## config.mk

```make
export PLATFORM = sky130hd
export DESIGN_NAME = signal_tracker_recall_requester
export DESIGN_NICKNAME = d
export VERILOG_FILES = /design/src/rtl/signal_tracker_recall_requester.sv
export SDC_FILE = /design/constraint.sdc
export NUM_CORES = 1
export LEC_CHECK = 0
export ABC_AREA = 0
export CAP_MARGIN = 20
export CORE_MARGIN = 1.5
export CORE_UTILIZATION = 48
export CTS_BUF_LIST = sky130_fd_sc_hd__clkbuf_16
export DETAILED_ROUTE_END_ITERATION = 6
export GPL_TIMING_DRIVEN = 0
export PLACE_DENSITY_LB_ADDON = 0.2
export SLEW_MARGIN = 15
export SYNTH_ARGS = -nofsm -noshare
export SYNTH_HDL_FRONTEND = slang
export SYNTH_SLANG_ARGS = --single-unit
```

## constraint.sdc

```tcl
create_clock -name clk -period 6.8 [get_ports clk]
set_clock_uncertainty 0.2 [all_clocks]
set_input_delay 1.02 -clock clk [delete_from_list [all_inputs] [get_ports clk]]
set_output_delay 1.02 -clock clk [all_outputs]
set_load 0.03 [all_outputs]
```

## src/rtl/signal_tracker_recall_requester.sv

```systemverilog
// Requester side of the signal-tracker value-recall handshake: queues "k cycles ago" queries,
// compensates each for queueing delay, drives the tracker and returns one status-coded response.
module signal_tracker_recall_requester #(
  parameter int unsigned TRACKED_SIGNAL_WIDTH = 32,
  parameter int unsigned BUFFER_WIDTH         = 8,
  parameter int unsigned FIFO_DEPTH           = 4,
  parameter int unsigned TIMEOUT              = 16
) (
  input  logic                              clk,
  input  logic                              rst_n,
  input  logic                              req_valid,
  output logic                              req_ready,
  input  logic [$clog2(BUFFER_WIDTH):0]     req_cycles_back,
  output logic                              resp_valid,
  input  logic                              resp_ready,
  output logic [TRACKED_SIGNAL_WIDTH-1:0]   resp_value,
  output logic [1:0]                        resp_status,
  output logic                              recalculate_back_cycle,
  output logic [$clog2(BUFFER_WIDTH):0]     cycles_back_to_recall,
  input  logic                              data_valid,
  input  logic [TRACKED_SIGNAL_WIDTH-1:0]   signal_recall
);

  localparam int unsigned CbW    = $clog2(BUFFER_WIDTH) + 1;
  localparam int unsigned AgeMax = 2 * BUFFER_WIDTH;
  localparam int unsigned AgeW   = $clog2(AgeMax) + 1;
  localparam int unsigned EW     = AgeW + 1;
  localparam int unsigned PtrW   = $clog2(FIFO_DEPTH);
  localparam int unsigned CntW   = PtrW + 1;
  localparam int unsigned TmoW   = (TIMEOUT > 1) ? $clog2(TIMEOUT) : 1;

  localparam logic [1:0] StatusOk      = 2'b00;
  localparam logic [1:0] StatusTooOld  = 2'b01;
  localparam logic [1:0] StatusTimeout = 2'b10;
  localparam logic [1:0] StatusBadArg  = 2'b11;

  typedef enum logic [2:0] {StIdle, StFlush, StIssue, StWait, StAck, StResp} state_e;

  state_e                    state_q, state_d;
  logic [CbW-1:0]            k_q   [FIFO_DEPTH];
  logic [AgeW-1:0]           age_q [FIFO_DEPTH];
  logic [PtrW-1:0]           wr_ptr_q, rd_ptr_q;
  logic [CntW-1:0]           count_q;
  logic [TmoW-1:0]           tmo_q, tmo_d;
  logic [CbW-1:0]            cb_q, cb_d;
  logic [TRACKED_SIGNAL_WIDTH-1:0] value_q, value_d;
  logic [1:0]                status_q, status_d;
  logic                      recalc_q, recalc_d;
  logic                      resp_valid_q, resp_valid_d;

  logic                      full, empty, push, pop;
  logic [CbW-1:0]            head_k;
  logic [EW-1:0]             eff;

  assign full   = (count_q == CntW'(FIFO_DEPTH));
  assign empty  = (count_q == '0);
  assign push   = req_valid && req_ready;
  assign head_k = k_q[rd_ptr_q];
  // Offset seen by the tracker when it samples at the end of the ISSUE cycle.
  assign eff    = EW'(head_k) + EW'(age_q[rd_ptr_q]) + EW'(1);

  assign req_ready              = !full;
  assign resp_valid             = resp_valid_q;
  assign resp_value             = value_q;
  assign resp_status            = status_q;
  assign recalculate_back_cycle = recalc_q;
  assign cycles_back_to_recall  = cb_q;

  always_ff @(posedge clk or negedge rst_n) begin
    if (!rst_n) begin
      for (int unsigned i = 0; i < FIFO_DEPTH; i++) begin
        k_q[i]   <= '0;
        age_q[i] <= '0;
      end
      wr_ptr_q <= '0;
      rd_ptr_q <= '0;
      count_q  <= '0;
    end else begin
      for (int unsigned i = 0; i < FIFO_DEPTH; i++) begin
        if (age_q[i] != AgeW'(AgeMax)) age_q[i] <= age_q[i] + AgeW'(1);
      end
      if (push) begin
        k_q[wr_ptr_q]   <= req_cycles_back;
        age_q[wr_ptr_q] <= AgeW'(1);
        wr_ptr_q        <= wr_ptr_q + PtrW'(1);
      end
      if (pop) rd_ptr_q <= rd_ptr_q + PtrW'(1);
      if (push && !pop)      count_q <= count_q + CntW'(1);
      else if (!push && pop) count_q <= count_q - CntW'(1);
    end
  end

  always_comb begin
    state_d  = state_q;
    pop      = 1'b0;
    tmo_d    = tmo_q;
    cb_d     = cb_q;
    value_d  = value_q;
    status_d = status_q;
    unique case (state_q)
      StIdle: begin
        if (data_valid) begin
          state_d = StFlush;
        end else if (!empty) begin
          pop = 1'b1;
          if (head_k == '0) begin
            status_d = StatusBadArg;
            value_d  = '0;
            state_d  = StResp;
          end else if (eff > EW'(BUFFER_WIDTH - 1)) begin
            status_d = StatusTooOld;
            value_d  = '0;
            state_d  = StResp;
          end else begin
            cb_d    = eff[CbW-1:0];
            state_d = StIssue;
          end
        end
      end
      StFlush: state_d = StIdle;
      StIssue: begin
        tmo_d   = '0;
        state_d = StWait;
      end
      StWait: begin
        if (data_valid) begin
          value_d  = signal_recall;
          status_d = StatusOk;
          state_d  = StAck;
        end else if (tmo_q == TmoW'(TIMEOUT - 1)) begin
          value_d  = '0;
          status_d = StatusTimeout;
          state_d  = StResp;
        end else begin
          tmo_d = tmo_q + TmoW'(1);
        end
      end
      // Second pulse clears the tracker's data_valid; cycles_back stays put.
      StAck: state_d = StResp;
      StResp: begin
        if (resp_ready) state_d = StIdle;
      end
      default: state_d = StIdle;
    endcase
    recalc_d     = (state_d == StIssue) || (state_d == StFlush) || (state_d == StAck);
    resp_valid_d = (state_d == StResp);
  end

  always_ff @(posedge clk or negedge rst_n) begin
    if (!rst_n) begin
      state_q      <= StIdle;
      tmo_q        <= '0;
      cb_q         <= '0;
      value_q      <= '0;
      status_q     <= StatusOk;
      recalc_q     <= 1'b0;
      resp_valid_q <= 1'b0;
    end else begin
      state_q      <= state_d;
      tmo_q        <= tmo_d;
      cb_q         <= cb_d;
      value_q      <= value_d;
      status_q     <= status_d;
      recalc_q     <= recalc_d;
      resp_valid_q <= resp_valid_d;
    end
  end

endmodule
```

== Yosys cells after proc, flatten, opt, wreduce, memory -nomap -nowiden ==
Index checks and enable logic that the tools add are counted.

* Register bits: 90
* Bits in latches: 0
* Memory bits (writable): 0
* Bits in read-only memories: 0
* Memories kept: 0

* Add/sub/neg operators: 11
* Multiply operators: 0
* Div/mod/pow operators: 0
* $lt $le $gt $ge: 4
* Equal/unequal tests: 20
* Shift operators: 0
* Mux-type cells: 46
* Bitwise operators: 9
* Reductions and logical operators: 18

{| class="wikitable"
|+ Operators with widths
! operator !! number
|-
| two-way mux 32 bit || 6
|-
| case mux 32 bit (2 select lines) || 1
|-
| two-way mux 5 bit || 7
|-
| two-way mux 3 bit || 9
|-
| adder 5 x 1 -> 5 bit, second input constant || 4
|-
| two-way mux 20 bit || 1
|-
| two-way mux 4 bit || 5
|-
| != test 5 bit, second input constant || 4
|-
| bitwise AND 16 bit || 1
|-
| bitwise mux 16 bit || 1
|-
| inverter 16 bit || 1
|-
| equality test 3 bit, second input constant || 5
|-
| case mux 3 bit (5 select lines) || 1
|-
| two-way mux 2 bit || 6
|-
| binary-select mux 5 bit (select 2 bit) || 1
|-
| demux 5 bit (select 2 bit) || 1
|-
| AND reduction 5 bit || 2
|-
| equality test 3 x 2 -> 1 bit, second input constant || 3
|-
| binary-select mux 4 bit (select 2 bit) || 1
|-
| demux 4 bit (select 2 bit) || 1
|-
| != test 2 bit, second input constant || 4
|-
| case mux 4 bit (2 select lines) || 1
|-
| adder 4 x 5 -> 6 bit || 1
|-
| adder 6 x 1 -> 6 bit, second input constant || 1
|-
| other kinds (22) || 40
|}

== Logic depth before layout (Yosys ltp) ==
* Depth in word-level cells: 15
* Depth in mapped cells: 10

== Worst setup path before layout ==
Ideal clock, no wire load.

* Kind: reg-to-reg
* From: register rd_ptr_q[0]
* To: register value_q[10] (netlist: resp_value[10])
* Library setup time: 0.066 ns
* Arrival: 2.961 ns
* Path slack: 3.573 ns
* Stages on the path, launching flop included: 10
* Path buffers: 2
* Period minus slack after synthesis: 3.227 ns
* Path through: dfrtp_1 buf_2 mux4_1 ha_1 a21oi_1 o21ai_0 a2111o_1 o41ai_4 buf_6 a22o_1

* Longest elaborated chain between the ends: 9

{| class="wikitable"
|+ Ends and longest elaborated chain
! what !! RTL line !! text
|-
| from (decl) || 42 || <nowiki>logic [PtrW-1:0] wr_ptr_q, rd_ptr_q;</nowiki>
|-
| from (signal assigned) || 87 || <nowiki>if (pop) rd_ptr_q <= rd_ptr_q + PtrW'(1);</nowiki>
|-
| inverter 2 -> 3 bit (implied by the code) (*) || 58, 60 ||
|-
| binary-select mux 4 bit (select 2 bit) / binary-select mux 5 bit (select 2 bit) (equally long branches) || 58, 60 ||
|-
| two-way mux 4 bit (implied by the code) / two-way mux 5 bit (equally long branches) (2 in a row) || 58, 60 ||
|-
| adder 4 x 5 -> 6 bit / logical NOT 4 bit (equally long branches) || 60, 106 ||
|-
| adder 6 x 1 -> 6 bit / two-way mux 32 bit (equally long branches) || 60, 106 ||
|-
| greater-than comparator 6 x 3 -> 1 bit / two-way mux 32 bit (equally long branches) || 110, 104 ||
|-
| != test 3 bit (no source line) / two-way mux 32 bit (equally long branches) || n/a ||
|-
| AND reduction 5 bit (no source line) / case mux 32 bit (2 select lines) (equally long branches) || n/a ||
|-
| to (signal assigned) || 162 || <nowiki>value_q <= value_d;</nowiki>
|-
| to (decl) || 46 || <nowiki>logic [TRACKED_SIGNAL_WIDTH-1:0] value_q, value_d;</nowiki>
|}

Mark *: on every way between the ends. The rest lies on a longest branch, timed or not. The select of a mux whose other input is x is not followed.
A chain may end at the register's enable or synchronous reset.

== Worst setup path after layout ==
Same ends and word-level chain as after synthesis.

==> out/qor.csv <==
metric;value;unit
CTS resizes;0;
Die ar.;0.00937;mm^2
core region area;0.00864;mm^2
Wirelength per Cell;16.3;um
Final Critical Period;3.62;ns
XOR/XNOR Fraction of Synth Area;4.35;%
post-CTS setup buffer count;0;
WP data required;6.87;ns
RD Place Congestion;0.808;
EDFF count, synth;0;
Arrival @ worst endpoint;3.69;ns
final hold violation count;0;
worst slew pin tran;0.769;ns
Total Wirelength;8.86;mm
Peak VDD IR;247;uV
post-synthesis net count;399;
initial antenna violation count;0;
post-layout util;64.4;%
static leakage;0.00247;uW
share of layout cells above drive strength 1;11.7;%
Nets;492;
worst flop-to-flop path startpoint;rd_ptr_q[0]$_DFFE_PN0P_;
gr ovfl total;0;
DRC viols;0;
post-synthesis compound-gate area fraction;11.9;%
post-synthesis sequential area ratio;53.3;%
Max Cap Violations;0;
Hold Crit Start;resp_status[0]$_DFFE_PN0P_;
die width;96.8;um
drt initial violations;83;
Synth Area per Inst;12.5;um^2
final period utilization;53.2;%
Inserted Diodes;0;
pwr/cell area;543;mW/mm^2
Rows;34;
first-pass GRT wire length;15.3;mm
cts bufs inserted;9;
gr usage total;20.4;%
ys flop type;dfrtp_1;
PortBufs;81;
Synth Area in Simple Gates;10.0;%
Max Transition Viols Final;0;
Final setup viols;0;
Post-synth ARST share;100;%
synth warn;0;
Post-Synth Adder-Cell Area;6.28;%
First-pass DRT Iterations;4;
largest net degree at the start of global routing;55;
IO Count;82;
commonest non-fill, non-tap cell in the layout;dfrtp_1;
synthesized area;0.00422;mm^2
htree depth;3;
TritonCTS Sinks;90;
Initial Utilization;48.9;%
Rel. slew slack;48.0;%
CP max FO;10;
CP Class;reg -> reg;
Die Height;96.8;um
CP startpoint kind;flop;
Hold Crit Class;reg -> reg;
vias per cell;5.47;
status;finished, final reports clean;
most frequent cells in the layout;dfrtp_1, clkdlybuf4s50_1, a22o_1, mux2_2, nand2_1;
hpwl dp;6.32;mm
Setup TNS Final;0;ns
vias in the first global route;2989;
CP startpoint;rd_ptr_q[0]$_DFFE_PN0P_;
main combinational cell family by area after synthesis;compound AO/OA/AOI/OAI gates;
clock-pin slew on the worst setup and hold paths;0.06;ns
CTS tree;yes;
CTS Buffer Depth;2;
Cell variety after synth;41;
fmax;276;MHz
CTS Hold Buffers Added;0;
Synth-to-Final Area Change;31.6;%
post-synthesis sequential element count;90;
ANT nets after route;0;
mux contribution to synthesized area;10.6;%
RSZ-0062 raised after global routing;false;
Clk Latency, worst-skew pair;0.33;ns
Post-Syn Instances;338;
CTS root buf;clkbuf_16;
endpoint class of the critical path;flop;
detailed-route via count;2972;
[synth_stat cells (2+ instances only)]
cell | instances | share of area [%]
a31oi_1 | 2 | 0.30
nand3b_1 | 7 | 1.2
nor2_1 | 18 | 1.6
o21ai_0 | 9 | 1.1
inv_1 | 17 | 1.5
a22o_1 | 32 | 6.6
dfrtp_1 | 90 | 53
o22ai_1 | 2 | 0.30
clkbuf_1 | 7 | 0.62
xnor2_1 | 10 | 2.1
or3_1 | 3 | 0.44
and2_1 | 6 | 0.89
nand2b_1 | 4 | 0.59
nand2_1 | 19 | 1.7
mux4_1 | 3 | 1.9
ha_1 | 18 | 5.3
fa_1 | 2 | 0.95
xor2_1 | 11 | 2.3
nand3_1 | 9 | 1.1
mux4_2 | 6 | 3.2
and3_1 | 4 | 0.59
buf_6 | 4 | 1.1
a21oi_1 | 11 | 1.3
nor3_1 | 5 | 0.59
mux2_2 | 20 | 5.3
o31ai_1 | 2 | 0.36
nor2b_1 | 3 | 0.44
[flip-flops by register name (all words and copies together) (netlist names)]
| register | flops |
|---|---|
| resp_value | 32 |
| age_q | 20 |
| k_q | 16 |
| cycles_back_to_recall | 4 |
| tmo_q | 4 |
| count_q | 3 |
| state_q | 3 |
| rd_ptr_q | 2 |
| resp_status | 2 |
| wr_ptr_q | 2 |
| recalculate_back_cycle | 1 |
| resp_valid | 1 |
[worst paths after layout]
path / end / slack (ns) / cells past startpoint
setup / recovery: resp_value[10]$_DFFE_PN0P_ / 3.18 / 9
hold / removal: resp_status[0]$_DFFE_PN0P_ / 0.27 / 2
setup reg to reg: resp_value[10]$_DFFE_PN0P_ / 3.18 / 9
hold reg to reg: resp_status[0]$_DFFE_PN0P_ / 0.27 / 2
max in group asynchronous: k_q[11]$_DFFE_PN0P_ / 5.32 / 2
min in group asynchronous: recalculate_back_cycle$_DFF_PN0_ / 0.45 / 1
[power by group]
| group | total [uW] | leakage (uW) | internal (uW) | switching, uW |
|---|---|---|---|---|
| registers | 964 | 0.00115 | 781 | 183 |
| logic | 1450 | 0.00115 | 690 | 758 |
| clock network | 607 | 0.000174 | 397 | 210 |
[cell families after synthesis]
group,Yosys count
and+or+nand+nor,81
AOI/OAI and AO/OA,65
DFF,90
buffers and inverters,31
adders and majority gates,20
muxes,30
xor gates and xnor gates,21
[per-layer routing]
metal / wire length, um / vias up / track usage, % / part of all wire, %
met5: 0 / - / 0 / 0
met4: 136 / 0 / 7.02 / 1.5
met3: 236 / 12 / 4.41 / 2.7
met2: 4300 / 45 / 32.0 / 49
met1: 4190 / 1521 / 28.2 / 47
li1: - / 1394 / - / -
[layout make-up]
class	instances	area, um^2
clock buffer	9	225
buffer	13	80.1
timing repair buffer	82	836
inverter	18	67.6
fill	680	3080
tap	108	135
multi-input combinational	217	1820
sequential	90	2250
clock inverter	6	139
[worst max-delay path, stage by stage, from the launching register on]
cell and delay (ns):
dfrtp_1 0.36, buf_2 0.29, mux4_1 0.69, ha_1 0.36, a21oi_1 0.11, o21ai_0 0.09
a2111o_1 0.54, o41ai_4 0.54, buf_6 0.22, a22o_1 0.15
[per-stage QoR]
| step | setup WS (ns) | hold WS [ns] | std cells | total power (uW) | instance area, um^2 |
|---|---|---|---|---|---|
| after floorplan | 3.57 | 0.270 | 338 | 1950 | 4220 |
| after global placement | 1.19 | 0.265 | 527 | 2370 | 5170 |
| after detailed placement | 3.11 | 0.265 | 528 | 2420 | 5190 |
| after CTS | 3.15 | 0.281 | 543 | 3040 | 5560 |
| after global routing | 2.93 | 0.321 | 543 | 3230 | 5560 |
| final | 3.18 | 0.274 | 543 | 3020 | 5560 |
Power figures use the tool's default switching activity.
